--- config.mk ---
export PLATFORM = sky130hd
export DESIGN_NAME = ram_1port_ctrl
export DESIGN_NICKNAME = d
export VERILOG_FILES = /design/src/rtl/ram_1port_ctrl.sv
export SDC_FILE = /design/constraint.sdc
export NUM_CORES = 1
export LEC_CHECK = 0
export ABC_AREA = 0
export ABC_CLOCK_PERIOD_IN_PS = 1600
export CAP_MARGIN = 20
export CORE_MARGIN = 4
export CORE_UTILIZATION = 50
export CTS_CLUSTER_SIZE = 14
export DETAILED_ROUTE_END_ITERATION = 16
export DONT_BUFFER_PORTS = 1
export PLACE_DENSITY_LB_ADDON = 0.2
export SLEW_MARGIN = 20
export SYNTH_ARGS = -nofsm -noshare
export SYNTH_HDL_FRONTEND = slang
export SYNTH_SLANG_ARGS = --single-unit
--- constraint.sdc ---
create_clock -name clk -period 1.6 [get_ports clk]
set_input_delay 0.32 -clock clk [delete_from_list [all_inputs] [get_ports clk]]
set_output_delay 0.32 -clock clk [all_outputs]
set_load 0.005 [all_outputs]
--- src/rtl/ram_1port_ctrl.sv ---
// ram_1port_ctrl
// Burst controller in front of a single-port RAM. A command names a start
// address and a beat count. Write beats pass straight through to the RAM
// port on their handshake. Read beats are captured into a one-entry output
// register that holds its value while downstream stalls.
// Addresses wrap modulo 2^ADDR_W.

module ram_1port_ctrl #(
  parameter int ADDR_W = 7,
  parameter int DATA_W = 4,
  parameter int LEN_W  = 4
) (
  input  logic              clk,
  input  logic              rst,
  input  logic              cmd_valid,
  output logic              cmd_ready,
  input  logic              cmd_wr,
  input  logic [ADDR_W-1:0] cmd_addr,
  input  logic [LEN_W-1:0]  cmd_len,
  input  logic              wdata_valid,
  output logic              wdata_ready,
  input  logic [DATA_W-1:0] wdata,
  output logic              rdata_valid,
  input  logic              rdata_ready,
  output logic [DATA_W-1:0] rdata,
  output logic              done,
  output logic              ram_enb,
  output logic [ADDR_W-1:0] ram_addr,
  output logic [DATA_W-1:0] ram_wdata,
  input  logic [DATA_W-1:0] ram_rdata
);

  typedef enum logic [2:0] {
    ST_IDLE  = 3'd0,
    ST_WRITE = 3'd1,
    ST_READ  = 3'd2,
    ST_DRAIN = 3'd3,
    ST_DONE  = 3'd4
  } state_t;

  state_t            state;
  logic [ADDR_W-1:0] cur_addr;
  logic [LEN_W-1:0]  beats_left;
  logic              slot_free;
  logic              last_beat;

  // Handshake decodes and RAM port wiring; the RAM address always follows cur_addr
  always_comb begin
    cmd_ready   = (state == ST_IDLE);
    wdata_ready = (state == ST_WRITE);
    ram_enb     = (state == ST_WRITE) && wdata_valid;
    ram_addr    = cur_addr;
    ram_wdata   = wdata;
    slot_free   = !rdata_valid || rdata_ready;
    last_beat   = (beats_left == '0);
  end

  // Burst sequencer: command latch, beat counting, read capture and done pulse
  always_ff @(posedge clk or negedge rst) begin
    if (!rst) begin
      state       <= ST_IDLE;
      cur_addr    <= '0;
      beats_left  <= '0;
      rdata       <= '0;
      rdata_valid <= 1'b0;
      done        <= 1'b0;
    end else begin
      done <= 1'b0;
      case (state)
        ST_IDLE: begin
          if (cmd_valid) begin
            cur_addr   <= cmd_addr;
            beats_left <= cmd_len;
            state      <= cmd_wr ? ST_WRITE : ST_READ;
          end
        end
        ST_WRITE: begin
          if (wdata_valid) begin
            cur_addr   <= cur_addr + ADDR_W'(1);
            beats_left <= beats_left - LEN_W'(1);
            if (last_beat) begin
              state <= ST_DONE;
              done  <= 1'b1;
            end
          end
        end
        ST_READ: begin
          if (slot_free) begin
            rdata       <= ram_rdata;
            rdata_valid <= 1'b1;
            cur_addr    <= cur_addr + ADDR_W'(1);
            beats_left  <= beats_left - LEN_W'(1);
            if (last_beat) begin
              state <= ST_DRAIN;
            end
          end
        end
        ST_DRAIN: begin
          if (slot_free) begin
            rdata_valid <= 1'b0;
            state       <= ST_DONE;
            done        <= 1'b1;
          end
        end
        ST_DONE: begin
          state <= ST_IDLE;
        end
        default: begin
          state <= ST_IDLE;
        end
      endcase
    end
  end

endmodule

==> run metrics, run 1 <==
CP bufs+invs=1; CTS clk-pin slew, worst paths=between 0.1 and 0.15 ns; hold path depth=1; Post-DRT Antenna Nets=0; Startpoint Class=flop; clock buffer depth=2; total power draw=between 3 and 4 mW; Max rail drop VDD=between 1000 and 1500 uV; Synth Warn #=0; Syn Area/Cell=between 9 and 10 um2; final setup margin=0.003098 ns; Placed Cells=between 150 and 200; clk_skew=between 0.005 and 0.006 ns; Peak Freq=roughly 630 MHz; fin crit period=around 1.6 ns; unrepaired setup endpoints after global routing=true; crit-path max cell delay=about 0.5 ns; CP endpoint kind=flop; top cell type's share of synthesized area=between 40% and 50%; Vias per Instance=about 6; Placed Instance Area=1379 um2; Filler cells=186; final max-slew violation count=0; Worst EP arrival=approximately 1.9 ns; Hold WS=0.1466 ns; # IOs=45; hold path startpoint=ram_rdata[1]; CORE AREA=2297 um2; clk_lat worst skew=0.31 ns; H-tree depth=1; type of the worst min-delay path=input pin to flop; Final Instance Area=about 1600 um2; RR Startpoint=state[0]$_DFFE_PN0P_; die width=57.85 um; fin util=about two thirds; nets=181; die area=around 3300 um2; global-route wire length before repair=5037 um; dpl hpwl=between 2000 and 2500 um; Power Dens Cells=2488 nW/um2; Rel. slew slack=a little under two fifths; Storage cell area=between 500 and 600 um2; multi-input logic area=roughly 720 um2; WP data required=around 1.9 ns; antenna violations before repair=0; wire per inst=approximately 17 um; critical path class=flop to flop; GRT Util Overall=approximately 19%; Syn Inst Count=129; DR iter-0 viols=26; Setup TNS=0 ns; IO Port Bufs=0; Net Count, Synth=156; dpl ws=-0.06009 ns; Seq/Total Area, Yosys=between 40% and 50%; row count=17; vias in the first global route=~1100; crit path max fanout=7; final hold vios=0; outcome=completed; Yosys top cell by area=dfrtp_1; routability cong.=approximately 0.84; path depth of the worst reg2reg path=4; Residual DRC=0; Worst-Margin Slew=approximately 0.92 ns; total congestion overflow=0; First-pass DRT Iterations=4; Initial Utilization=roughly 54%; largest net degree at the start of global routing=21; Critical Path Start=state[0]$_DFFE_PN0P_; share of cells above drive strength 1=between 40% and 50%; Crit path depth=4; vias=1071; CP max stage cell=dfrtp_2; # diodes=0; CTS Buf Count=3; total clock sinks=20; flops & latches, synth=20; drt total wl=approximately 3100 um; cell breakdown of the critical path=buf_4 > or3b_4 > a311o_1 > a21oi_2; P&R area growth vs syn=25.08%; TritonCTS clock tree=built; Tcrit/Tclk final=between 90 and 100%; Unique masters post-synth=40; Leak Pwr=roughly 0.67 nW; delay-heaviest family, CP=flip-flops; Layout Cells excl Fill=around 180; root buffer cell=clkbuf_4; synth top area cells=dfrtp_1, mux2_2, mux2i_1; Final setup violation count=0; Chip Height=between 50 and 60 um; Cell Area, Synth=1242 um2; MaxCap Viol Count=0
[power breakdown]
part           leakage [nW]  switching (mW)  internal [mW]
logic                 0.409            1.13           1.25
registers             0.231           0.291          0.762
clock network        0.0279           0.173          0.253
total                 0.668            1.60           2.27
[synth_stat cells, drive strengths merged]
master	count
a31o	1
a211oi	4
a2bb2oi	5
mux2i	5
a21oi	10
nand3	7
o211ai	2
o22ai	3
ha	2
nand2	12
mux2	5
nor2b	1
or3	1
clkbuf	1
a31oi	3
a21o	1
xnor2	1
buf	9
nor2	7
dfrtp	20
o21ai	3
or4b	2
nand2b	2
inv	4
xor2	1
nor3	10
nor4	1
and3	1
or3b	1
a211o	1
a21boi	1
a311o	2
[cells by family (layout without fill, tap and decap cells)]
family          after synthesis  count (layout)  synth area share [%]
compound gates               36              36                 21.25
mux                          10              10                 8.560
xor+xnor                      2               2                 1.410
fa+ha+maj                     2               2                 2.014
simple gates                 45              45                 19.54
buf+inv                      14              38                 6.948
flops                        20              20                 40.28
[sequential cells by signal (all words and copies together), names as in the netlist]
register     flops
ram_addr         7
beats_left       4
rdata            4
state            3
done             1
rdata_valid      1
[what timing repair did]
item | CTS | global route
buffers inserted | 5 | 1
endpoints found under the hold margin | 20 | 0
hold buffers | 1 | 0
setup endpoints to repair | 3 | 10
pin swaps | 2 | 0
gates cloned | 0 | 0
resized for setup | 6 | 14
[cell type report]
type / count / share of cell area (%)
flip-flops and latches: 20 / 32.45
clock inverters: 1 / 1.932
clock buffers: 3 / 1.449
inverters: 4 / 0.9662
well taps: 28 / 2.254
repair buffers: 30 / 14.90
multi-input cells: 95 / 46.05
[placed cells by master, fill, tap and decap left out, types with 4 or more instances in the layout]
cell type,count
nand3_1,7
nand2_1,11
a21oi_1,7
a2bb2oi_1,5
nor2_1,4
buf_4,28
dfrtp_1,17
nor3_1,8
mux2i_1,5
mux2_2,5
[per-layer routing]
metal / vias to the layer above / wire length (um) / GRT usage, %
met1: 513 / 1360 / 25.48
met3: 4 / 207 / 5.568
li1: 523 / - / -
met5: - / 0 / 0
met2: 31 / 1518 / 30.81
met4: 0 / 39 / 5.298
[final timing paths]
path / end / slack (ns)
max: state[0]$_DFFE_PN0P_ / 0.003
min: rdata[1]$_DFFE_PN0P_ / 0.15
max reg2reg: state[0]$_DFFE_PN0P_ / 0.003
min reg2reg: rdata[1]$_DFFE_PN0P_ / 0.55
max in group asynchronous: state[2]$_DFFE_PN0P_ / 0.41
min in group asynchronous: rdata_valid$_DFFE_PN0P_ / 0.57
Note: power is estimated with default switching activity, not from simulation.
==> inputs of run 2 (changes only) <==
--- a/config.mk
+++ b/config.mk
@@ -6,7 +6,7 @@
 export NUM_CORES = 1
 export LEC_CHECK = 0
 export ABC_AREA = 0
-export ABC_CLOCK_PERIOD_IN_PS = 1600
+export ABC_CLOCK_PERIOD_IN_PS = 1800
 export CAP_MARGIN = 20
 export CORE_MARGIN = 4
 export CORE_UTILIZATION = 50
==> constraint.sdc (replaced) <==
create_clock -name clk -period 1.8 [get_ports clk]
set_input_delay 0.36 -clock clk [delete_from_list [all_inputs] [get_ports clk]]
set_output_delay 0.36 -clock clk [all_outputs]
set_load 0.005 [all_outputs]
==> run 2 against run 1 <==
Effect of this change: maximum frequency is 6.9% lower; register-to-register slack better by 0.08 ns; die area stayed put; sequential cell count stayed put; hold slack better by 0.036 ns; total power is 22% lower; cell area is 13% lower; largest power group unchanged; core utilization is 9.1 points lower.
==> run metrics, run 2 (synthesized netlist as in run 1, its figures left out) <==
outcome=completed (unchanged); vias in the first global route=1009 (was 1089); RR Startpoint=beats_left[0]$_DFFE_PN0P_ (was state[0]$_DFFE_PN0P_); First-pass DRT Iterations=4 (unchanged); nets=162 (was 181); MaxCap Viol Count=0 (unchanged); crit path max fanout=4 (was 7); share of cells above drive strength 1=22.39% (was 41.18%); Power Dens Cells=2241 nW/um2 (was 2488 nW/um2); routability cong.=0.8214 (was 0.8448); worst reg2reg path endpoint=state[0]$_DFFE_PN0P_ (unchanged); Critical Path Start=beats_left[0]$_DFFE_PN0P_ (was state[0]$_DFFE_PN0P_); CTS clk-pin slew, worst paths=0.13 ns (about the same); root buffer cell=clkbuf_4 (unchanged); type of the worst min-delay path=input pin to flop (unchanged); internal power=1.725 mW (was 2.268 mW); commonest non-fill, non-tap cells in the layout=dfrtp_1, nand2_1, nor3_1, buf_4, a21oi_1 (was buf_4, dfrtp_1, nand2_1); Tcrit/Tclk final=95.32% (was 99.81%); Leak Pwr=0.5667 nW (was 0.6685 nW); largest net degree at the start of global routing=21 (unchanged); CP endpoint kind=flop (unchanged); die width=57.85 um (unchanged); final max-slew violation count=0 (unchanged); row count=17 (unchanged); Crit path depth=5 (was 4); GRT Util Overall=18.26% (was 19.29%); antenna violations before repair=0 (unchanged); clock buffer depth=2 (unchanged); FF-to-FF setup slack=0.08 ns (was 0.003 ns); Rel. slew slack=38.40% (was 38.33%); Setup TNS=0 ns (unchanged); Vias per Instance=6.136 (was 5.917); IO Port Bufs=0 (unchanged); total power draw=3.014 mW (was 3.867 mW); crit path capture=state[0]$_DFFE_PN0P_ (unchanged); wire per inst=17.46 um (was 17.27 um); Initial Utilization=54.08% (unchanged); CP bufs+invs=1 (unchanged); Sw Share=42.76% (was 41.34%); CP max stage cell=or4b_1 (was dfrtp_2); cell breakdown of the critical path=inv_1 > ha_1 > or4b_1 > a311o_1 > a21oi_2 (was buf_4 > or3b_4 > a311o_1 > a21oi_2); total clock sinks=20 (unchanged); drt total wl=2828 um (was 3126 um); Logic pwr share=55.8% (was 61.7%); P&R area growth vs syn=8.258% (was 25.08%); Worst EP arrival=1.96 ns (was 1.85 ns); global-route wire length before repair=4774 um (was 5037 um); fin crit period=1.716 ns (was 1.597 ns); dpl hpwl=2175 um (was 2272 um); commonest non-fill, non-tap cell in the layout=dfrtp_1 (was buf_4); Flop pwr share=31.5% (was 27.2%); crit-path max cell delay=0.45 ns (was 0.50 ns); clk_skew=0.009503 ns (was 0.005907 ns); Max rail drop VDD=1181 uV (was 1491 uV); clk_lat worst skew=0.31 ns (about the same); Largest register FFs=7 (unchanged); clock power share=12.7% (was 11.0%); fin util=58.55% (was 67.65%); unrepaired setup endpoints after global routing=false (was true); Psw=1.289 mW (was 1.598 mW); Peak Freq=582.8 MHz (was 626.2 MHz); Worst-Margin Slew=0.9209 ns (was 0.9220 ns); Startpoint Class=flop (unchanged); Post-DRT Antenna Nets=0 (unchanged); Final setup violation count=0 (unchanged); CTS Buf Count=3 (unchanged); critical path class=flop to flop (unchanged); TritonCTS clock tree=built (unchanged); # diodes=0 (unchanged); path depth of the worst reg2reg path=5 (was 4); Filler cells=198 (was 186); delay-heaviest family, CP=compound AO/OA/AOI/OAI gates (was flip-flops); die area=3347 um2 (unchanged); H-tree depth=1 (unchanged); vias=994 (was 1071); Residual DRC=0 (unchanged); final hold vios=0 (unchanged); Chip Height=57.85 um (unchanged); total congestion overflow=0 (unchanged); CORE AREA=2297 um2 (unchanged); DR iter-0 viols=33 (was 26); # IOs=45 (unchanged); WP data required=2.04 ns (was 1.85 ns)
-- run 2: cell count changes in the layout (fill, tap and decap cells not counted), sizes merged --
cell / delta
buf: -19
-- run 2: how the worst min path moves through the flow --
stage,depth (start not counted),start,slack [ns],endpoint
global route,1,ram_rdata[2],0.18,rdata[2]$_DFFE_PN0P_
global placement,0,rst,0.06,rdata_valid$_DFFE_PN0P_
detailed placement,0,rst,0.07,rdata_valid$_DFFE_PN0P_
finish,2,cmd_addr[1],0.18,ram_addr[1]$_DFFE_PN0P_
floorplan,0,rst,0.06,beats_left[0]$_DFFE_PN0P_
CTS,2,cmd_addr[1],0.18,ram_addr[1]$_DFFE_PN0P_
-- run 2: power groups by stage --
| stage | Combinational [mW] | Sequential [mW] | Clock (mW) |
|---|---|---|---|
| after detailed placement | 1.67 | 0.959 | 0 |
| after floorplan | 1.32 | 0.847 | 0 |
| after global placement | 1.63 | 0.944 | 0 |
| after CTS | 1.68 | 0.949 | 0.385 |
| final | 1.68 | 0.948 | 0.383 |
| after global routing | 1.87 | 0.985 | 0.402 |
-- run 2: cell type report --
class	instances	area, um2	share of cell area, %
Inverter	4	15.01	1.116
Clock buffer	3	22.52	1.674
Timing Repair Buffer	11	85.08	6.326
Tap cell	28	35.03	2.605
Clock inverter	1	30.03	2.233
Sequential cell	20	501.7	37.30
Multi-Input combinational cell	95	655.6	48.74
-- run 2: metal layers --
layer  track usage [%]  vias up  share of wire (%)
met4             6.291        0               0.78
met5                 0        -                  0
met3             6.013        2                9.2
li1                  -      481                  -
met1             24.09      479                 42
met2             28.06       32                 48
-- run 2: worst reg2reg max path: stages (launching register included) --
cell,delay [ns]
dfrtp_1,0.41
inv_1,0.08
ha_1,0.20
or4b_1,0.45
a311o_1,0.39
a21oi_2,0.12
-- run 2: metrics by stage --
stage / hold slack (ns) / instances / setup WS (ns) / cell area (um2)
after floorplan: 0.06441 / 129 / 0.2185 / 1242
after global placement: 0.06499 / 157 / 0.1818 / 1281
after detailed placement: 0.06503 / 157 / 0.1037 / 1281
after CTS: 0.1815 / 162 / 0.01709 / 1344
after global routing: 0.1838 / 162 / 0.005819 / 1345
final: 0.1825 / 162 / 0.08428 / 1345
-- run 2: what timing repair did --
item                                   4_1_cts  5_1_grt
setup endpoints to repair                    2        3
hold buffers                                 1        0
endpoints found under the hold margin       20        0
buffers inserted                             0        0
pin swaps                                    0        0
resized for setup                            1        1
cloned                                       0        0
==> inputs of run 3 (changes only) <==
--- a/config.mk
+++ b/config.mk
@@ -8,8 +8,10 @@
 export ABC_AREA = 0
 export ABC_CLOCK_PERIOD_IN_PS = 1800
 export CAP_MARGIN = 20
+export CELL_PAD_IN_SITES_DETAIL_PLACEMENT = 0
+export CELL_PAD_IN_SITES_GLOBAL_PLACEMENT = 2
 export CORE_MARGIN = 4
-export CORE_UTILIZATION = 50
+export CORE_UTILIZATION = 36
 export CTS_CLUSTER_SIZE = 14
 export DETAILED_ROUTE_END_ITERATION = 16
 export DONT_BUFFER_PORTS = 1
==> run 3 against run 2 <==
Effect of this change: the flow now finishes with violations (negative hold slack); largest cell class unchanged; global-route usage fell by 3.6 points; critical endpoint unchanged; cell area up 3.0%; highest routed layer unchanged; sequential share of layout area fell by 1.1 points; hold slack lost 0.20 ns.
==> run metrics, run 3 (synthesized netlist as in run 1, its figures left out) <==
Power Dens Cells=2223 nW/um2 (was 2241 nW/um2); fin crit period=1.700 ns (was 1.716 ns); commonest non-fill, non-tap cell in the layout=dfrtp_1 (unchanged); Worst EP arrival=1.91 ns (was 1.96 ns); outcome=finished with violations (was completed); Hold WS=-0.01969 ns (was 0.1825 ns); Worst-Margin Slew=0.4778 ns (was 0.9209 ns); die area=4455 um2 (was 3347 um2); clk_skew=0.005521 ns (was 0.009503 ns); CTS Buf Count=3 (unchanged); P&R area growth vs syn=11.48% (was 8.258%); clk_lat worst skew=0.31 ns (about the same); DR iter-0 viols=51 (was 33); Chip Height=66.75 um (was 57.85 um); share of cells above drive strength 1=24.82% (was 22.39%); Initial Utilization=37.23% (was 54.08%); unrepaired setup endpoints after global routing=false (unchanged); Residual DRC=0 (unchanged); Startpoint Class=flop (unchanged); CORE AREA=3337 um2 (was 2297 um2); vias in the first global route=1000 (was 1009); Final Instance Area=1385 um2 (was 1345 um2); Vias per Instance=5.361 (was 6.136); CTS clk-pin slew, worst paths=0.14 ns (was 0.13 ns); Peak Freq=588.1 MHz (was 582.8 MHz); Post-DRT Antenna Nets=0 (unchanged); First-pass DRT Iterations=4 (unchanged); Setup TNS=0 ns (unchanged); Leak Pwr=0.5815 nW (was 0.5667 nW); total clock sinks=20 (unchanged); crit path max fanout=8 (was 4); IO Port Bufs=0 (unchanged); failing checks=negative hold slack; final hold vios=20 (was 0); routability cong.=0.7527 (was 0.8214); MaxCap Viol Count=0 (unchanged); final max-slew violation count=0 (unchanged); largest net degree at the start of global routing=21 (unchanged); final setup margin=0.09964 ns (was 0.08428 ns); nets=165 (was 162); global-route wire length before repair=5002 um (was 4774 um); TritonCTS clock tree=built (unchanged); GRT Util Overall=14.71% (was 18.26%); H-tree depth=1 (unchanged); drt total wl=3055 um (was 2828 um); dpl hpwl=2347 um (was 2175 um); clock buffer depth=2 (unchanged); # diodes=0 (unchanged); Tcrit/Tclk final=94.46% (was 95.32%); total congestion overflow=0 (unchanged); critical path class=flop to flop (unchanged); Rel. slew slack=68.14% (was 38.40%); total power draw=3.079 mW (was 3.014 mW); CP endpoint kind=flop (unchanged); wire per inst=16.69 um (was 17.46 um); # IOs=45 (unchanged); Setup Buffers After CTS=0 (unchanged); WP data required=2.01 ns (was 2.04 ns); root buffer cell=clkbuf_4 (unchanged); commonest non-fill, non-tap cells in the layout=dfrtp_1, buf_4, nand2_1 (was dfrtp_1, nand2_1, nor3_1, buf_4, a21oi_1); row count=21 (was 17); vias=981 (was 994); type of the worst min-delay path=input pin to asynchronous set/reset pin (was input pin to flop); Max rail drop VDD=773.2 uV (was 1181 uV); dpl ws=0.08509 ns (was 0.1037 ns); Filler cells=355 (was 198); die width=66.75 um (was 57.85 um); Final setup violation count=0 (unchanged); Largest register FFs=7 (unchanged); antenna violations before repair=0 (unchanged); Placed Instance Area=1326 um2 (was 1281 um2)
## run 3: where the power goes
part | switching (mW) | internal, mW
combinational | 0.865 | 0.872
clock | 0.163 | 0.225
sequential | 0.282 | 0.674
total | 1.31 | 1.77
## run 3: path summary, 6_finish.rpt
path,start,to,slack (ns),cells after the start
setup / recovery,state[1]$_DFFE_PN0P_,state[0]$_DFFE_PN0P_,0.1,4
hold / removal,rst,state[1]$_DFFE_PN0P_,-0.02,1
setup reg to reg,state[1]$_DFFE_PN0P_,state[0]$_DFFE_PN0P_,0.1,4
hold reg to reg,rdata[1]$_DFFE_PN0P_,rdata[1]$_DFFE_PN0P_,0.55,1
max in group asynchronous,rst,state[0]$_DFFE_PN0P_,1.48,1
min in group clk,ram_rdata[0],rdata[0]$_DFFE_PN0P_,0.18,1
## run 3: layout make-up
type	instances	area, um2	area share (%)
inverter	4	15.01	1.084
clock inverter	1	30.03	2.168
timing repair buffer	14	102.6	7.407
sequential	20	501.7	36.22
tap	46	57.56	4.155
multi-input combinational	95	655.6	47.34
clock buffer	3	22.52	1.626
## run 3: critical path, stage by stage, from the launching register on
cell      delay (ns)
dfrtp_1         0.53
nand2b_4        0.21
or4b_2          0.67
nand3_1         0.13
a21oi_2         0.06
## run 3: per-stage QoR
step	hold slack, ns	util (%)	instances
6_report	-0.01969	41.51	183
5_1_grt	0.01499	41.51	183
4_1_cts	0.1762	41.66	183
3_5_place_dp	0.06493	39.75	178
3_3_place_gp	0.06485	39.75	178
2_1_floorplan	0.06441	-	129
## run 3: metal layers
| layer | wire, um | share of wire [%] | global-route usage (%) | vias to the layer above |
|---|---|---|---|---|
| met5 | 0 | 0 | 0 | - |
| met4 | 17 | 0.56 | 3.807 | 0 |
| met3 | 166 | 5.4 | 3.373 | 2 |
| met2 | 1313 | 43 | 21.41 | 15 |
| met1 | 1558 | 51 | 21.64 | 469 |
| li1 | - | - | - | 495 |
## run 3: timing repair
item | CTS | global route
hold buffers | 1 | 0
setup endpoints to repair | 1 | 2
gates resized for setup | 1 | 1
endpoints found under the hold margin | 20 | 0
cloned | 0 | 0
